[src/rtl/wb_if.sv]
`default_nettype none
// ============================================================================
// Module   : wb_if
// Purpose  : Wishbone pipelined-mode bus bundle shared by initiators and
//            targets. Carries the bus clock and reset alongside the bus.
// Ports    : clk, rst        - bus clock and asynchronous active-high reset
//            cyc, stb, we    - cycle, strobe and write-enable (initiator)
//            adr, sel, dat_i - address, byte select, write data (initiator)
//            dat_o           - read data (target)
//            ack, stall, err - handshake and error (target)
// Revision : 1.0 - initial release
// ============================================================================
interface wb_if (
    input logic clk,
    input logic rst
);
    logic        cyc;
    logic        stb;
    logic        we;
    logic [31:0] adr;
    logic [3:0]  sel;
    logic [31:0] dat_i;
    logic [31:0] dat_o;
    logic        ack;
    logic        stall;
    logic        err;

    modport master (
        input  clk, rst, dat_o, ack, stall, err,
        output cyc, stb, we, adr, sel, dat_i
    );

    modport slave (
        input  clk, rst, cyc, stb, we, adr, sel, dat_i,
        output dat_o, ack, stall, err
    );
endinterface
`default_nettype wire

[src/rtl/wb_copy_master.sv]
`default_nettype none
// ============================================================================
// Module   : wb_copy_master
// Purpose  : Wishbone pipelined initiator that copies a block of 32-bit words
//            from a source range to a destination range, one single read
//            followed by one single write per word.
// Ports    : wb       - Wishbone master port (clock/reset carried inside)
//            start    - one-cycle request, samples src_addr/dst_addr/len
//            src_addr - source byte address (bits [1:0] ignored)
//            dst_addr - destination byte address (bits [1:0] ignored)
//            len      - number of words to copy (0 = complete immediately)
//            busy     - high while a copy is in progress
//            done     - one-cycle pulse on completion or abort
//            error    - sticky bus-error flag, cleared by an accepted start
// Revision : 1.0 - initial release
// ============================================================================
module wb_copy_master #(
    parameter int LEN_WIDTH = 16
) (
    wb_if.master                 wb,
    input  logic                 start,
    input  logic [31:0]          src_addr,
    input  logic [31:0]          dst_addr,
    input  logic [LEN_WIDTH-1:0] len,
    output logic                 busy,
    output logic                 done,
    output logic                 error
);

    localparam logic [2:0] c_st_idle    = 3'd0;
    localparam logic [2:0] c_st_rd_req  = 3'd1;
    localparam logic [2:0] c_st_rd_wait = 3'd2;
    localparam logic [2:0] c_st_wr_req  = 3'd3;
    localparam logic [2:0] c_st_wr_wait = 3'd4;

    logic [2:0]           r_state;
    logic [29:0]          r_src_ptr;
    logic [29:0]          r_dst_ptr;
    logic [LEN_WIDTH-1:0] r_count;
    logic [31:0]          r_rdata;
    logic                 r_cyc;
    logic                 r_stb;
    logic                 r_we;
    logic [31:0]          r_adr;
    logic [3:0]           r_sel;
    logic                 r_busy;
    logic                 r_done;
    logic                 r_error;

    logic                 w_in_wait;
    logic [29:0]          w_src_next;
    logic [29:0]          w_dst_next;
    logic                 w_unused_addr_bits;

    // Response inputs are only meaningful while a request is outstanding.
    assign w_in_wait  = (r_state == c_st_rd_wait) || (r_state == c_st_wr_wait);
    // Word pointers wrap naturally modulo 2^30.
    assign w_src_next = r_src_ptr + 30'd1;
    assign w_dst_next = r_dst_ptr + 30'd1;

    // Byte-offset bits are not part of the word address.
    assign w_unused_addr_bits = ^{src_addr[1:0], dst_addr[1:0]};

    always_ff @(posedge wb.clk or posedge wb.rst) begin
        if (wb.rst) begin
            r_state   <= c_st_idle;
            r_src_ptr <= '0;
            r_dst_ptr <= '0;
            r_count   <= '0;
            r_rdata   <= '0;
            r_cyc     <= 1'b0;
            r_stb     <= 1'b0;
            r_we      <= 1'b0;
            r_adr     <= '0;
            r_sel     <= '0;
            r_busy    <= 1'b0;
            r_done    <= 1'b0;
            r_error   <= 1'b0;
        end else begin
            r_done <= 1'b0;
            if (w_in_wait && wb.err) begin
                // Bus error beats ack: abandon the rest of the block.
                r_state <= c_st_idle;
                r_cyc   <= 1'b0;
                r_stb   <= 1'b0;
                r_we    <= 1'b0;
                r_busy  <= 1'b0;
                r_error <= 1'b1;
                r_done  <= 1'b1;
            end else begin
                case (r_state)
                    c_st_idle: begin
                        if (start) begin
                            r_error <= 1'b0;
                            if (len != '0) begin
                                r_src_ptr <= src_addr[31:2];
                                r_dst_ptr <= dst_addr[31:2];
                                r_count   <= len;
                                r_cyc     <= 1'b1;
                                r_stb     <= 1'b1;
                                r_we      <= 1'b0;
                                r_adr     <= {src_addr[31:2], 2'b00};
                                r_sel     <= 4'hF;
                                r_busy    <= 1'b1;
                                r_state   <= c_st_rd_req;
                            end else begin
                                r_done <= 1'b1;
                            end
                        end
                    end
                    c_st_rd_req: begin
                        if (!wb.stall) begin
                            r_stb   <= 1'b0;
                            r_state <= c_st_rd_wait;
                        end
                    end
                    c_st_rd_wait: begin
                        if (wb.ack) begin
                            r_rdata <= wb.dat_o;
                            r_stb   <= 1'b1;
                            r_we    <= 1'b1;
                            r_adr   <= {r_dst_ptr, 2'b00};
                            r_state <= c_st_wr_req;
                        end
                    end
                    c_st_wr_req: begin
                        if (!wb.stall) begin
                            r_stb   <= 1'b0;
                            r_state <= c_st_wr_wait;
                        end
                    end
                    c_st_wr_wait: begin
                        if (wb.ack) begin
                            r_src_ptr <= w_src_next;
                            r_dst_ptr <= w_dst_next;
                            r_count   <= r_count - LEN_WIDTH'(1);
                            if (r_count == LEN_WIDTH'(1)) begin
                                r_cyc   <= 1'b0;
                                r_we    <= 1'b0;
                                r_busy  <= 1'b0;
                                r_done  <= 1'b1;
                                r_state <= c_st_idle;
                            end else begin
                                // cyc stays high straight into the next read.
                                r_stb   <= 1'b1;
                                r_we    <= 1'b0;
                                r_adr   <= {w_src_next, 2'b00};
                                r_state <= c_st_rd_req;
                            end
                        end
                    end
                    default: begin
                        r_state <= c_st_idle;
                        r_cyc   <= 1'b0;
                        r_stb   <= 1'b0;
                        r_busy  <= 1'b0;
                    end
                endcase
            end
        end
    end

    assign wb.cyc   = r_cyc;
    assign wb.stb   = r_stb;
    assign wb.we    = r_we;
    assign wb.adr   = r_adr;
    assign wb.sel   = r_sel;
    assign wb.dat_i = r_rdata;

    assign busy  = r_busy;
    assign done  = r_done;
    assign error = r_error;

endmodule
`default_nettype wire

[src/flat_wrapper.sv]
// flat-port wrapper written by rule: the top's interface ports become plain ports
module wb_copy_master_flat 
#(
    parameter int LEN_WIDTH = 16
)
  (start, src_addr, dst_addr, len, busy, done, error, clk, rst, wb_dat_o, wb_ack, wb_stall, wb_err, wb_cyc, wb_stb, wb_we, wb_adr, wb_sel, wb_dat_i);
  wb_if wb_i (.clk(clk), .rst(rst));
  input  logic start;
  input  logic [31:0] src_addr;
  input  logic [31:0] dst_addr;
  input  logic [LEN_WIDTH-1:0] len;
  output logic busy;
  output logic done;
  output logic error;
  input wire logic clk;
  input wire logic rst;
  input wire logic [$bits(wb_i.dat_o)-1:0] wb_dat_o;
  input wire logic [$bits(wb_i.ack)-1:0] wb_ack;
  input wire logic [$bits(wb_i.stall)-1:0] wb_stall;
  input wire logic [$bits(wb_i.err)-1:0] wb_err;
  output wire logic [$bits(wb_i.cyc)-1:0] wb_cyc;
  output wire logic [$bits(wb_i.stb)-1:0] wb_stb;
  output wire logic [$bits(wb_i.we)-1:0] wb_we;
  output wire logic [$bits(wb_i.adr)-1:0] wb_adr;
  output wire logic [$bits(wb_i.sel)-1:0] wb_sel;
  output wire logic [$bits(wb_i.dat_i)-1:0] wb_dat_i;
  assign wb_i.dat_o = wb_dat_o;
  assign wb_i.ack = wb_ack;
  assign wb_i.stall = wb_stall;
  assign wb_i.err = wb_err;
  assign wb_cyc = wb_i.cyc;
  assign wb_stb = wb_i.stb;
  assign wb_we = wb_i.we;
  assign wb_adr = wb_i.adr;
  assign wb_sel = wb_i.sel;
  assign wb_dat_i = wb_i.dat_i;
  wb_copy_master #(.LEN_WIDTH(LEN_WIDTH)) u_core (.wb(wb_i), .start(start), .src_addr(src_addr), .dst_addr(dst_addr), .len(len), .busy(busy), .done(done), .error(error));
endmodule
[config.mk]
export PLATFORM = sky130hd
export DESIGN_NAME = wb_copy_master_flat
export DESIGN_NICKNAME = d
export VERILOG_FILES = /design/src/rtl/wb_if.sv /design/src/rtl/wb_copy_master.sv /design/src/flat_wrapper.sv
export SDC_FILE = /design/constraint.sdc
export NUM_CORES = 1
export LEC_CHECK = 0
export CAP_MARGIN = 10
export CORE_ASPECT_RATIO = 0.9
export CORE_MARGIN = 2
export CORE_UTILIZATION = 25
export CTS_BUF_LIST = sky130_fd_sc_hd__clkbuf_16
export CTS_CLUSTER_SIZE = 24
export DETAILED_ROUTE_END_ITERATION = 8
export SETUP_SLACK_MARGIN = 0.2
export SLEW_MARGIN = 20
export SYNTH_ARGS = -nofsm -noshare
export SYNTH_HDL_FRONTEND = slang
export SYNTH_SLANG_ARGS = --single-unit
[constraint.sdc]
create_clock -name clk -period 8.81 [get_ports clk]
set_input_delay 1.3215 -clock clk [delete_from_list [all_inputs] [get_ports clk]]
set_output_delay 1.3215 -clock clk [all_outputs]
set_load 0.005 [all_outputs]
==> results by stage, run 1 <==
STA:
- Derived from the worst setup path, the maximum achievable clock frequency is 225 MHz.
- The clock skew after layout is 0.0123 ns.
- Measured against its own limit, the worst slew margin works out to 0.302.
- The number of hold violations in the final report came to 0.
- The clock period could shrink to 4.44 ns.
- Setup repair after global routing left no endpoint under its margin.
- Setup violations remaining at the end of the flow were counted as 0.
- The post-route setup TNS is 0 ns.
- The max-slew violation total from the final report is 0.
- The post-route worst setup slack is 4.37 ns.
- The share of the cycle needed by the critical path after routing is 0.504.
- The slew at the pin closest to its max-slew limit is 1.04 ns.

Yosys:
- Of the total synthesized cell area, the portion taken by full adders, half adders and majority gates is 0.00571.
- The synthesized area per cell is 8.88 sq um.
- Measured against the total synthesized area, the mux share comes to 0.0661.
- Summed over all instances, the cell type with the most area after synthesis is dfrtp_1.
- The dominant register cell in the synthesized netlist is dfrtp_1.
- For this run, the register share of the synthesized area comes to 0.420.
- Ranked by total cell area, the synthesized netlist is headed by dfrtp_1, mux2_2, a21oi_1, o21ai_0, clkbuf_1.
- The cell area that synthesis handed to floorplanning was 8760 sq um.
- The post-synthesis cell count is 986.
- In this run, synthesis inferred 0 flip-flops with an integrated enable.
- The share of synthesized area in the top cell type comes to 0.420.
- The post-synthesis share of cell area spent on xor and xnor gates is 0.0130.
- The complex-gate fraction of the synthesized area is 0.255.
- The simple logic cell fraction of the synthesized area is 0.191.
- The number of different library cells used by synthesis comes to 67.
- The synthesis warning total is 0.
- For this run, asynchronously set or reset flops after synthesis account for 1.00.
- The post-synthesis register bit count is 147.
- By area, the combinational part of the netlist is dominated by compound AO/OA/AOI/OAI gates.

Layout:
- The fraction of layout cells with a size suffix above 1 is 0.0925.
- The final net count is 1233.
- In the layout the commonest cells are clkdlybuf4s50_1, dfrtp_1, a21oi_1.
- Leaving out fill and tap cells, the most frequent cell in the layout is clkdlybuf4s50_1.
- The number of antenna diodes in the final layout is 0.
- Leaving out filler cells and counting taps, the final layout contains 1593.
- The area growth from synthesis to layout is 31.7%.

Pwr:
- For this design the static power due to leakage is 4.26 nW.
- IR analysis of the VDD net gives a maximum drop of 141 uV.
- The power density of the placed cells is 320 nW/um^2.

Outcome:
- The run finished with clean final reports.

Global routing:
- The number of global-route vias before repair came to 7937.
- Entering global routing, the biggest net connects 91 pins.
- The remaining global-route overflow is 0.
- The first-pass GRT wire length is 46800 um.
- The all-layer global routing usage is 0.162.
- The initial antenna violation count is 1.

Placement:
- The total half-perimeter wirelength after legalization and detailed placement is 21200 um.
- The routability congestion estimate is 0.799.
- Input and output buffers added on the ports amount to 185.
- Before CTS, the worst setup slack after placement is 3.95 ns.
- The cell total after placement is 1561.

Worst hold path:
- The startpoint identified for the worst hold timing path is u_core.wb.stb.
- The type of the most critical hold path is reg2reg.
- The terminating pin of the worst hold path is u_core.wb.stb.
- The worst hold path stage count is 1.

Setup path:
- The cell type of the slowest stage on the worst timing path is a21boi_1.
- STA puts the critical path data required time at 9.13 ns.
- Measured in cells, the most critical reg-to-reg path has a length of 7.
- The largest single stage delay on the critical path is 0.80 ns.
- The worst register-to-register path ends at u_core.wb.adr[6].
- The most critical setup path has its startpoint at len[3].
- In this run the critical register-to-register path is launched from u_core.r_state[2].
- The start-to-end type of the worst setup path is in2reg.
- The startpoint type of the worst setup path is an input pin.
- The worst setup path is captured at a flop.
- The setup check on the worst reg-to-reg path leaves a slack of 5.07 ns.
- The critical path goes through clkdlybuf4s50_1 -> nor4_1 -> nand4_1 -> a21boi_1 -> nand2_2 -> mux2_2.
- The worst endpoint data arrival time is 4.76 ns.
- Of all nets on the critical path, the largest fanout is 32.

Clock network:
- The quantity of gates resized following cts is 0.
- The root buffer cell chosen for the clock tree is clkbuf_16.
- TritonCTS built the clock tree.
- The clock latency reported for the late side of the worst-skew pair is 0.43 ns.
- The number of hold buffers added after CTS was 0.
- Buffers added to address setup during post-CTS repair amount to 0.
- The number of buffers inserted during clock tree synthesis is 17.
- The number of buffers between clock root and the deepest sink is 2.
- In this run the number of H-tree levels came out at 4.
- After clock tree synthesis, the clock-pin slew on the worst setup and hold paths is 0.07 ns.
- The number of sinks handled by clock tree synthesis is 147.

Floorplanning:
- For this configuration, the core starts out at a cell density of 0.252.
- The floorplan step defined a die boundary enclosing 36600 sq um.
- Measured along the y axis, the die boundary spans 182 um.
- In this run the horizontal extent of the chip is 201 um.
- The number of cell rows is 65.
- The core region is 34800 sq um.
- For this design the top-level I/O count stands at 192.

Drt:
- The first routing iteration left 708 violations.
- In the routed design, unresolved DRC markers number 0.
- The pre-antenna-repair detailed-routing pass consisted of 5 iterations.
- The via density per instance is 5.30.
- In the final routed layout, each cell accounts on average for 18.8 um.
- The total via count after detailed routing is 8444.
- The final routed wirelength across all metal layers is 30000 um.
- The remaining antenna violation count is 0.

Run:
- The number of maximum-capacitance violations is 0.
[through the flow]
stage / hold WS, ns / power (mW) / util / instance area [sq um]
floorplan: 0.472 / 2.23 / - / 8760
global placement: 0.475 / 2.91 / 0.314 / 10900
detailed placement: 0.481 / 2.94 / 0.314 / 10900
CTS: 0.493 / 3.71 / 0.331 / 11500
global route: 0.502 / 3.95 / 0.331 / 11500
finish: 0.485 / 3.69 / 0.331 / 11500
[registers in the layout (all words and copies together), names as in the netlist]
signal and count:
u_core.wb.dat_i 32, u_core.wb.adr 30, u_core.wb.we 1, u_core.r_count 16, u_core.r_src_ptr 30, u_core.busy 1, u_core.r_dst_ptr 30, u_core.error 1
u_core.wb.sel 1, u_core.wb.stb 1, u_core.done 1, u_core.r_state 3
[how the worst max path moves through the flow]
stage	end	slack (ns)	cells past startpoint
after floorplan	u_core.busy	3.54	1
after global placement	u_core.wb.adr[8]	3.95	6
after detailed placement	u_core.wb.adr[6]	3.95	6
after CTS	u_core.wb.adr[4]	4.41	6
after global routing	u_core.wb.adr[3]	4.20	6
final	u_core.wb.adr[6]	4.37	6
[report_power, final]
| group | internal (mW) | switching, mW | leakage [nW] |
|---|---|---|---|
| combinational | 0.797 | 0.758 | 2.25 |
| sequential | 1.01 | 0.380 | 1.71 |
| clock | 0.426 | 0.325 | 0.293 |
| total | 2.23 | 1.46 | 4.26 |
[cell families (layout without fill, tap and decap cells)]
family / after synthesis / in the layout
AO/OA/AOI/OAI: 353 / 353
AND/OR/NAND/NOR: 313 / 313
flip-flops: 147 / 147
buffers and inverters: 103 / 240
multiplexers: 52 / 52
XOR/XNOR: 13 / 13
adder cells (fa/ha/maj): 4 / 4
other: 1 / 2
[worst max-delay path: cells and delay by family]
family | cells | cell delay (ns)
multiplexers | 1 | 0.47
buffers and inverters | 1 | 0.44
AO/OA/AOI/OAI | 1 | 0.80
AND/OR/NAND/NOR | 3 | 1.70
[synth_stat cells, drive strengths merged (11+ instances only)]
library cell,count
and4,15
nor2,60
a221oi,12
and3,11
a31oi,18
inv,14
nor3,31
nor2b,16
nand3,36
nor4,23
dfrtp,147
nand4,25
clkbuf,67
o21ai,91
buf,22
a2bb2oi,19
a21oi,99
nand2,60
mux2,47
a22oi,23
o22ai,19
[area by class of cell]
cell class	count	area [sq um]
flip-flops and latches	147	3680
inverters	14	57.6
clock inverters	15	170
fillers	3635	23300
well taps	469	587
multi-input cells	737	4700
repair buffers	194	1920
clock buffers	17	425
[layer usage]
metal	vias up	routed length [um]	GRT usage
met5	-	0	0
met4	0	688	0.0506
met3	35	2120	0.0361
met2	291	13600	0.251
met1	4124	13600	0.224
li1	3994	-	-
No activity file was read; power rests on OpenSTA's default activity.
==> run 2, diff against run 1 <==
==> constraint.sdc (replaced) <==
create_clock -name clk -period 3.75 [get_ports clk]
set_input_delay 0.5625 -clock clk [delete_from_list [all_inputs] [get_ports clk]]
set_output_delay 0.5625 -clock clk [all_outputs]
set_load 0.005 [all_outputs]
==> run 2 against run 1 <==
Compared with the run above: flip-flop and latch count stayed put; final cell count is 0.50% higher; routed wire length is 2.0% higher; critical path depth is 1 higher; combinational power is 140% higher; global-route usage is 0.47 points higher; non-clock buffer count is 8 higher; core utilization is 0.25 points higher; clock skew is 0.0044 ns higher; worst setup slack worse by 3.8 ns; count of clock-buffer cells in the layout stayed put; critical path type is now reg2reg; largest power group unchanged.
==> results by stage, run 2 (synthesis results as in run 1) <==
Pwr:
- The maximum VDD drop is 287 uV.
- The leakage dissipation is 4.29 nW.
- Power spread over the standard cell area amounts to 748 nW/um^2.

Setup path:
- The kind of end point of the critical path is a flop.
- The launching element of the worst setup path is u_core.r_count[1].
- Walking the worst path, the cells encountered are inv_1 -> ha_1 -> or4b_2 -> nor4_4 -> or2_1 -> nand2_2 -> mux2_2.
- The critical path capture point is u_core.wb.adr[13].
- In this run the critical register-to-register path is launched from u_core.r_count[1].
- For the worst setup path, the data arrival time is 3.47 ns.
- The minimum setup slack among reg-to-reg paths is 0.60 ns.
- The start-to-end type of the worst setup path is reg2reg.
- The cell type of the slowest stage on the worst timing path is or4b_2.
- The required time reported for the critical path endpoint is 4.07 ns.
- The largest incremental delay on the critical path is 0.62 ns.
- The worst setup path is launched from a flop.
- The worst-path maximum fanout is 31.
- The number of cells traversed by the worst register-to-register path is 7.
- In this run the critical register-to-register path is captured at u_core.wb.adr[13].

Clock network:
- After clock tree synthesis, the flow added hold-fix buffers numbering 0.
- No sink is reached through more buffers than the 2 on the longest clock path.
- Buffers inserted during clock tree synthesis total 17.
- The H-tree was split into 4 levels.
- The post-CTS setup buffer count is 0.
- The number of sinks handled by clock tree synthesis is 147.
- The buffer cell driving the clock tree root is clkbuf_16.
- TritonCTS built the clock tree.
- Clock-pin slew was measured on the worst setup and hold paths at 0.07 ns.
- Gates resized during post-CTS repair numbered 0.
- At the later pin of the worst-skew pair, clock insertion delay measures 0.44 ns.

Drt:
- The total via count after detailed routing is 8508.
- Summed over all nets, wire length on met2 after detailed routing comes to 14200 um.
- Dividing the detail-routed via count by the number of cells gives 5.31.
- The count of routing violations after the opening detailed-route iteration is 684.
- The final layout contains routed wiring with a total length of 30600 um.
- For this run, design rule violations remaining after detail routing come to 0.
- The detailed router put a total of 13800 um of wire on met1.
- For this run, the detailed router's first-pass iteration total came to 5.
- The detail route stage leaves a number of antenna-violating nets equal to 0.
- The wire length on met3 is 2170 um.
- In the final routed layout, each cell accounts on average for 19.1 um.
- The detailed router used layers up to and including met4.

STA:
- Setup total negative slack on the finished layout was measured at 0 ns.
- The slew at the pin closest to its max-slew limit is 1.17 ns.
- For the finished layout, the period the worst path requires is 3.15 ns.
- The worst hold slack after final layout is 0.496 ns.
- Headroom to the max-slew limit came out at 0.215.
- The max-slew violation total from the final report is 0.
- Across the routed clock network, the largest skew measured is 0.0167 ns.
- The number of hold violations in the final report is 0.
- The share of the cycle needed by the critical path after routing is 0.841.
- Static timing analysis puts the maximum clock frequency at 317 MHz.
- Setup repair after global routing left no endpoint under its margin.
- Setup violations remaining at the end of the flow were counted as 0.

Floorplanning:
- From bottom edge to top edge, the die measures 182 um.
- For this configuration, the core starts out at a cell density of 0.252.
- The die outline area is 36600 sq um.
- The die is 201 um wide.
- The region available for standard cell placement spans 34800 sq um.
- The I/O pin count is 192.
- The initialized floorplan defines 65 standard-cell rows.

Global routing:
- The initial antenna violation count came to 0.
- The pin count of the biggest net entering global routing is 148.
- The remaining global-route overflow is 0.
- The all-layer global routing usage is 0.166.
- The first-pass GRT wire length is 48000 um.
- The number of global-route vias before repair was 8123.

Layout:
- For this run, the post-layout net count is 1241.
- The most common library cell in the layout ignoring fill and taps is clkdlybuf4s50_1.
- Of the cells placed in the final design, the portion with a size suffix greater than 1 is 0.0989.
- The count of antenna diodes in the layout is 0.
- The layout filler cell count is 3666.
- The area growth from synthesis to layout is 32.7%.
- The register with the most flip-flops in the layout has 32 of them.
- Leaving out fill and tap cells, the most frequent cells in the layout are clkdlybuf4s50_1, dfrtp_1, a21oi_1.
- The final cell area excluding filler cells is 11600 sq um.

Outcome:
- The flow ran to the end, and the final reports show no timing, DRC or antenna violations.

Worst hold path:
- In this run the worst hold path is classified as reg2reg.
- Along the worst hold path, the cell count comes to 1.

Placement:
- The port buffer count is 185.
- Detailed placement finished with a half-perimeter wire length of 21400 um.
- Routability-driven placement finished with a final weighted congestion of 0.828.
- The total cell area at the placement stage is 11000 sq um.

Run:
- The number of maximum-capacitance violations is 0.
==> run 2: cell types whose count changed in the layout (fill, tap and decap cells not counted) <==
cell        previous run  this run
buf_4                  9        13
o21ai_1                1         0
buf_12                 0         4
clkinv_4               3         2
clkinvlp_4             1         3
o21ai_0               89        90
bufinv_16              2         1
==> run 2: worst min-delay path by stage <==
stage	slack, ns	startpoint	endpoint
final	0.50	u_core.wb.stb	u_core.wb.stb
after CTS	0.50	u_core.wb.stb	u_core.wb.stb
after global placement	0.47	u_core.wb.stb	u_core.wb.stb
after detailed placement	0.48	u_core.wb.stb	u_core.wb.stb
after global routing	0.51	u_core.wb.dat_i[6]	u_core.wb.dat_i[6]
after floorplan	0.47	u_core.r_count[12]	u_core.r_count[12]
==> run 2: per-layer routing <==
metal / vias up / GRT usage
met4: 0 / 0.0385
met3: 26 / 0.0424
met5: - / 0
met1: 4185 / 0.227
met2: 305 / 0.264
li1: 3992 / -
==> run 2: layout make-up <==
class	count	area (sq um)	area share
Clock inverter	15	148	0.0127
Sequential cell	147	3680	0.317
Multi-Input combinational cell	737	4700	0.404
Inverter	14	56.3	0.00484
Tap cell	469	587	0.0505
Clock buffer	17	425	0.0366
Timing Repair Buffer	202	2030	0.175
==> run 2: where the power goes <==
part / total, mW / switching (mW) / internal [mW] / leakage [nW]
combinational: 3.70 / 1.79 / 1.91 / 2.30
sequential: 3.28 / 0.915 / 2.36 / 1.71
clock: 1.71 / 0.775 / 0.935 / 0.279
total: 8.69 / 3.48 / 5.21 / 4.29
==> run 2: worst max-delay path, delay by kind of cell (launching register included) <==
family                   cells  cell delay (ns)
adder cells (fa/ha/maj)      1             0.15
buffers and inverters        1             0.10
flip-flops                   1             0.40
multiplexers                 1             0.44
AND/OR/NAND/NOR              4             1.90
==> run 2: through the flow <==
| stage | utilization | power (mW) | worst slack (ns) | cells |
|---|---|---|---|---|
| CTS | 0.334 | 8.74 | 0.541 | 1601 |
| global route | 0.334 | 9.32 | 0.338 | 1601 |
| detailed placement | 0.317 | 6.97 | 0.439 | 1569 |
| global placement | 0.317 | 6.89 | 0.380 | 1569 |
| floorplan | - | 5.23 | 1.26 | 987 |
| finish | 0.334 | 8.69 | 0.598 | 1601 |
==> run 3, diff against run 2 <==
==> constraint.sdc (replaced) <==
create_clock -name clk -period 2.8 [get_ports clk]
set_input_delay 0.42 -clock clk [delete_from_list [all_inputs] [get_ports clk]]
set_output_delay 0.42 -clock clk [all_outputs]
set_load 0.005 [all_outputs]
==> run 3 against run 2 <==
Compared with the run above: combinational power up 40%; hold slack worse by 0.091 ns; first-iteration DRC count down 8.9%; count of clock-buffer cells in the layout unchanged; critical path type unchanged; critical endpoint is now u_core.wb.adr[3]; largest power group unchanged; highest routed layer unchanged.
==> results by stage, run 3 (synthesis results as in run 1) <==
Floorplanning:
- The area of the core is 34800 sq um.
- The die outline area is 36600 sq um.
- The floorplan has 65 rows.
- The die is 182 um tall.
- The die width is 201 um.
- Pin placement for this block handled 192 I/O pins.
- The initial utilization of the core area, before any placement, comes to 0.252.

Drt:
- The count of routing violations after the opening detailed-route iteration is 623.
- For this block, the via count after detailed routing is 8569.
- The number of remaining DRC errors is 0.
- In the final routed layout, each cell accounts on average for 18.9 um.
- Dividing the detail-routed via count by the number of cells gives 5.24.
- The number of iterations in the first detailed-routing pass is 6.
- For this block, the routed nets add up to 30900 um of wire.
- In this run the remaining antenna-violating nets after routing total 0.

STA:
- The post-route setup TNS is 0 ns.
- At the pin with the least slew margin, the transition time is 1.05 ns.
- The shortest clock period the worst path allows after layout is 2.50 ns.
- The number of hold violations in the final report came to 0.
- Measured against its own limit, the worst slew margin works out to 0.291.
- The max-slew violation total from the final report is 0.
- Of the available clock period, the critical path in the final layout requires 0.894.
- Setup repair after global routing left no endpoint under its margin.
- For the final database, setup skew stands at 0.0125 ns.
- Timing would allow up to 400 MHz.
- Setup violations remaining at the end of the flow were counted as 0.

Clock network:
- TritonCTS built the clock tree.
- The number of sinks handled by clock tree synthesis is 147.
- The number of buffers between clock root and the deepest sink is 2.
- Clock latency on the worst-skew pair, taken at its later pin, is 0.43 ns.
- After clock tree synthesis, the clock-pin slew on the worst setup and hold paths is 0.07 ns.
- The number of H-tree levels is 4.
- The buffer cell driving the clock tree root is clkbuf_16.
- Clock tree synthesis inserted a total of 17 buffers.

Layout:
- The library cell used most frequently in the layout, excluding fill and tap cells, is clkdlybuf4s50_1.
- At the end of the flow, the number of nets in the layout was 1274.
- The final standard cell count with taps included and fillers excluded is 1634.
- The number of antenna diodes in the final layout is 0.
- The fraction of layout cells with a size suffix above 1 is 0.125.
- The register with the most flip-flops in the layout has 32 of them.
- The library cells used most frequently in the layout, excluding fill and tap cells, are clkdlybuf4s50_1, dfrtp_1, a21oi_1.
- Fill cells in the final layout number 3626.
- From synthesis to final layout, the design area changed by 36.7%.

Global routing:
- The number of global-route vias before repair was 8160.
- After global routing the overflow that remains totals 0.
- The first-pass GRT wire length is 47900 um.
- Entering global routing, the biggest net connects 68 pins.
- The initial antenna violation count is 0.
- The all-layer global routing usage is 0.167.

Run:
- The number of maximum-capacitance violations is 0.

Setup path:
- At the worst endpoint, the arrival time is 2.82 ns.
- The worst setup path is captured at a flop.
- The cell type of the slowest stage on the worst timing path is or4b_2.
- The signal on the critical path passes through inv_2 -> ha_1 -> or4b_2 -> nor4_4 -> buf_4 -> or2_4 -> nand2_2 -> buf_12 -> mux2_2.
- The worst-path maximum fanout is 30.
- The largest incremental delay on the critical path is 0.62 ns.
- The minimum setup slack among reg-to-reg paths is 0.30 ns.
- The worst setup path is of the reg2reg kind.
- The startpoint type of the worst setup path is a flop.
- The required time reported for the critical path endpoint is 3.12 ns.
- The kind of cell adding the most delay to the critical path is simple AND/OR/NAND/NOR gates.
- The buffering stage count on the worst path with inverters included is 3.

Pwr:
- The power density of the placed cells is 995 nW/um^2.
- In this run the static leakage power is 4.48 nW.
- The maximum VDD drop is 417 uV.

Placement:
- Port buffering added 185 buffers.
- The cell total after placement is 1600.
- The total half-perimeter wirelength after legalization and detailed placement is 22500 um.
- The routability congestion estimate is 0.878.

Outcome:
- The run finished with clean final reports.

Worst hold path:
- The path class of the tightest hold or removal check is in2async.
run 3: cell types whose count changed in the layout (fill, tap and decap cells not counted), sizes merged:
cell	delta
buf	+33
run 3: final cells by class:
| class | instances | area [sq um] | share of cell area |
|---|---|---|---|
| clock buffer | 17 | 425 | 0.0355 |
| clock inverter | 15 | 146 | 0.0122 |
| inverter | 14 | 56.3 | 0.00470 |
| multi-input combinational | 737 | 4700 | 0.392 |
| sequential | 147 | 3680 | 0.307 |
| tap | 469 | 587 | 0.0490 |
| timing repair buffer | 235 | 2380 | 0.199 |
run 3: per-layer routing:
layer / vias up / wire length, um / track usage
met5: - / 0 / 0
met4: 0 / 520 / 0.0465
met3: 31 / 1850 / 0.0355
met2: 258 / 14300 / 0.265
met1: 4227 / 14300 / 0.230
li1: 4053 / - / -
run 3: final timing paths:
check,start,endpoint,cells after the start
hold / removal,rst,u_core.wb.dat_i[12],2
max in group asynchronous,rst,u_core.r_src_ptr[9],4
setup / recovery,u_core.r_count[1],u_core.wb.adr[3],9
setup reg to reg,u_core.r_count[1],u_core.wb.adr[3],9
hold reg to reg,u_core.wb.stb,u_core.wb.stb,1
min in group clk,u_core.wb.stb,u_core.wb.stb,1
run 3: timing repair:
item | in CTS | in global routing
hold endpoints to repair | 0 | 0
buffers inserted | 0 | 2
pin swaps | 1 | 1
hold buffers | 0 | 0
setup endpoints to repair | 15 | 15
resized for setup | 0 | 3
run 3: where the power goes:
group / total, mW / leakage (nW) / switching, mW / internal, mW
Combinational: 5.19 / 2.49 / 2.44 / 2.75
Clock: 2.32 / 0.277 / 1.07 / 1.25
Sequential: 4.39 / 1.71 / 1.23 / 3.17
run 3: worst register-to-register path, cell delays in order (launching register included):
cell     delay, ns
dfrtp_1       0.40
inv_2         0.08
ha_1          0.13
or4b_2        0.62
nor4_4        0.27
buf_4         0.18
or2_4         0.13
nand2_2       0.08
buf_12        0.19
mux2_2        0.32
run 3: through the flow:
| step | utilization | total power [mW] | instance area (sq um) | setup slack, ns | hold WS, ns |
|---|---|---|---|---|---|
| 3_3_place_gp | 0.327 | 9.46 | 11400 | -0.101 | 0.469 |
| 6_report | 0.344 | 11.9 | 12000 | 0.297 | 0.406 |
| 5_1_grt | 0.344 | 12.7 | 12000 | 0.202 | 0.435 |
| 2_1_floorplan | - | 7.01 | 8770 | 0.311 | 0.472 |
| 4_1_cts | 0.343 | 11.9 | 12000 | 0.280 | 0.421 |
| 3_5_place_dp | 0.327 | 9.55 | 11400 | -0.142 | 0.478 |
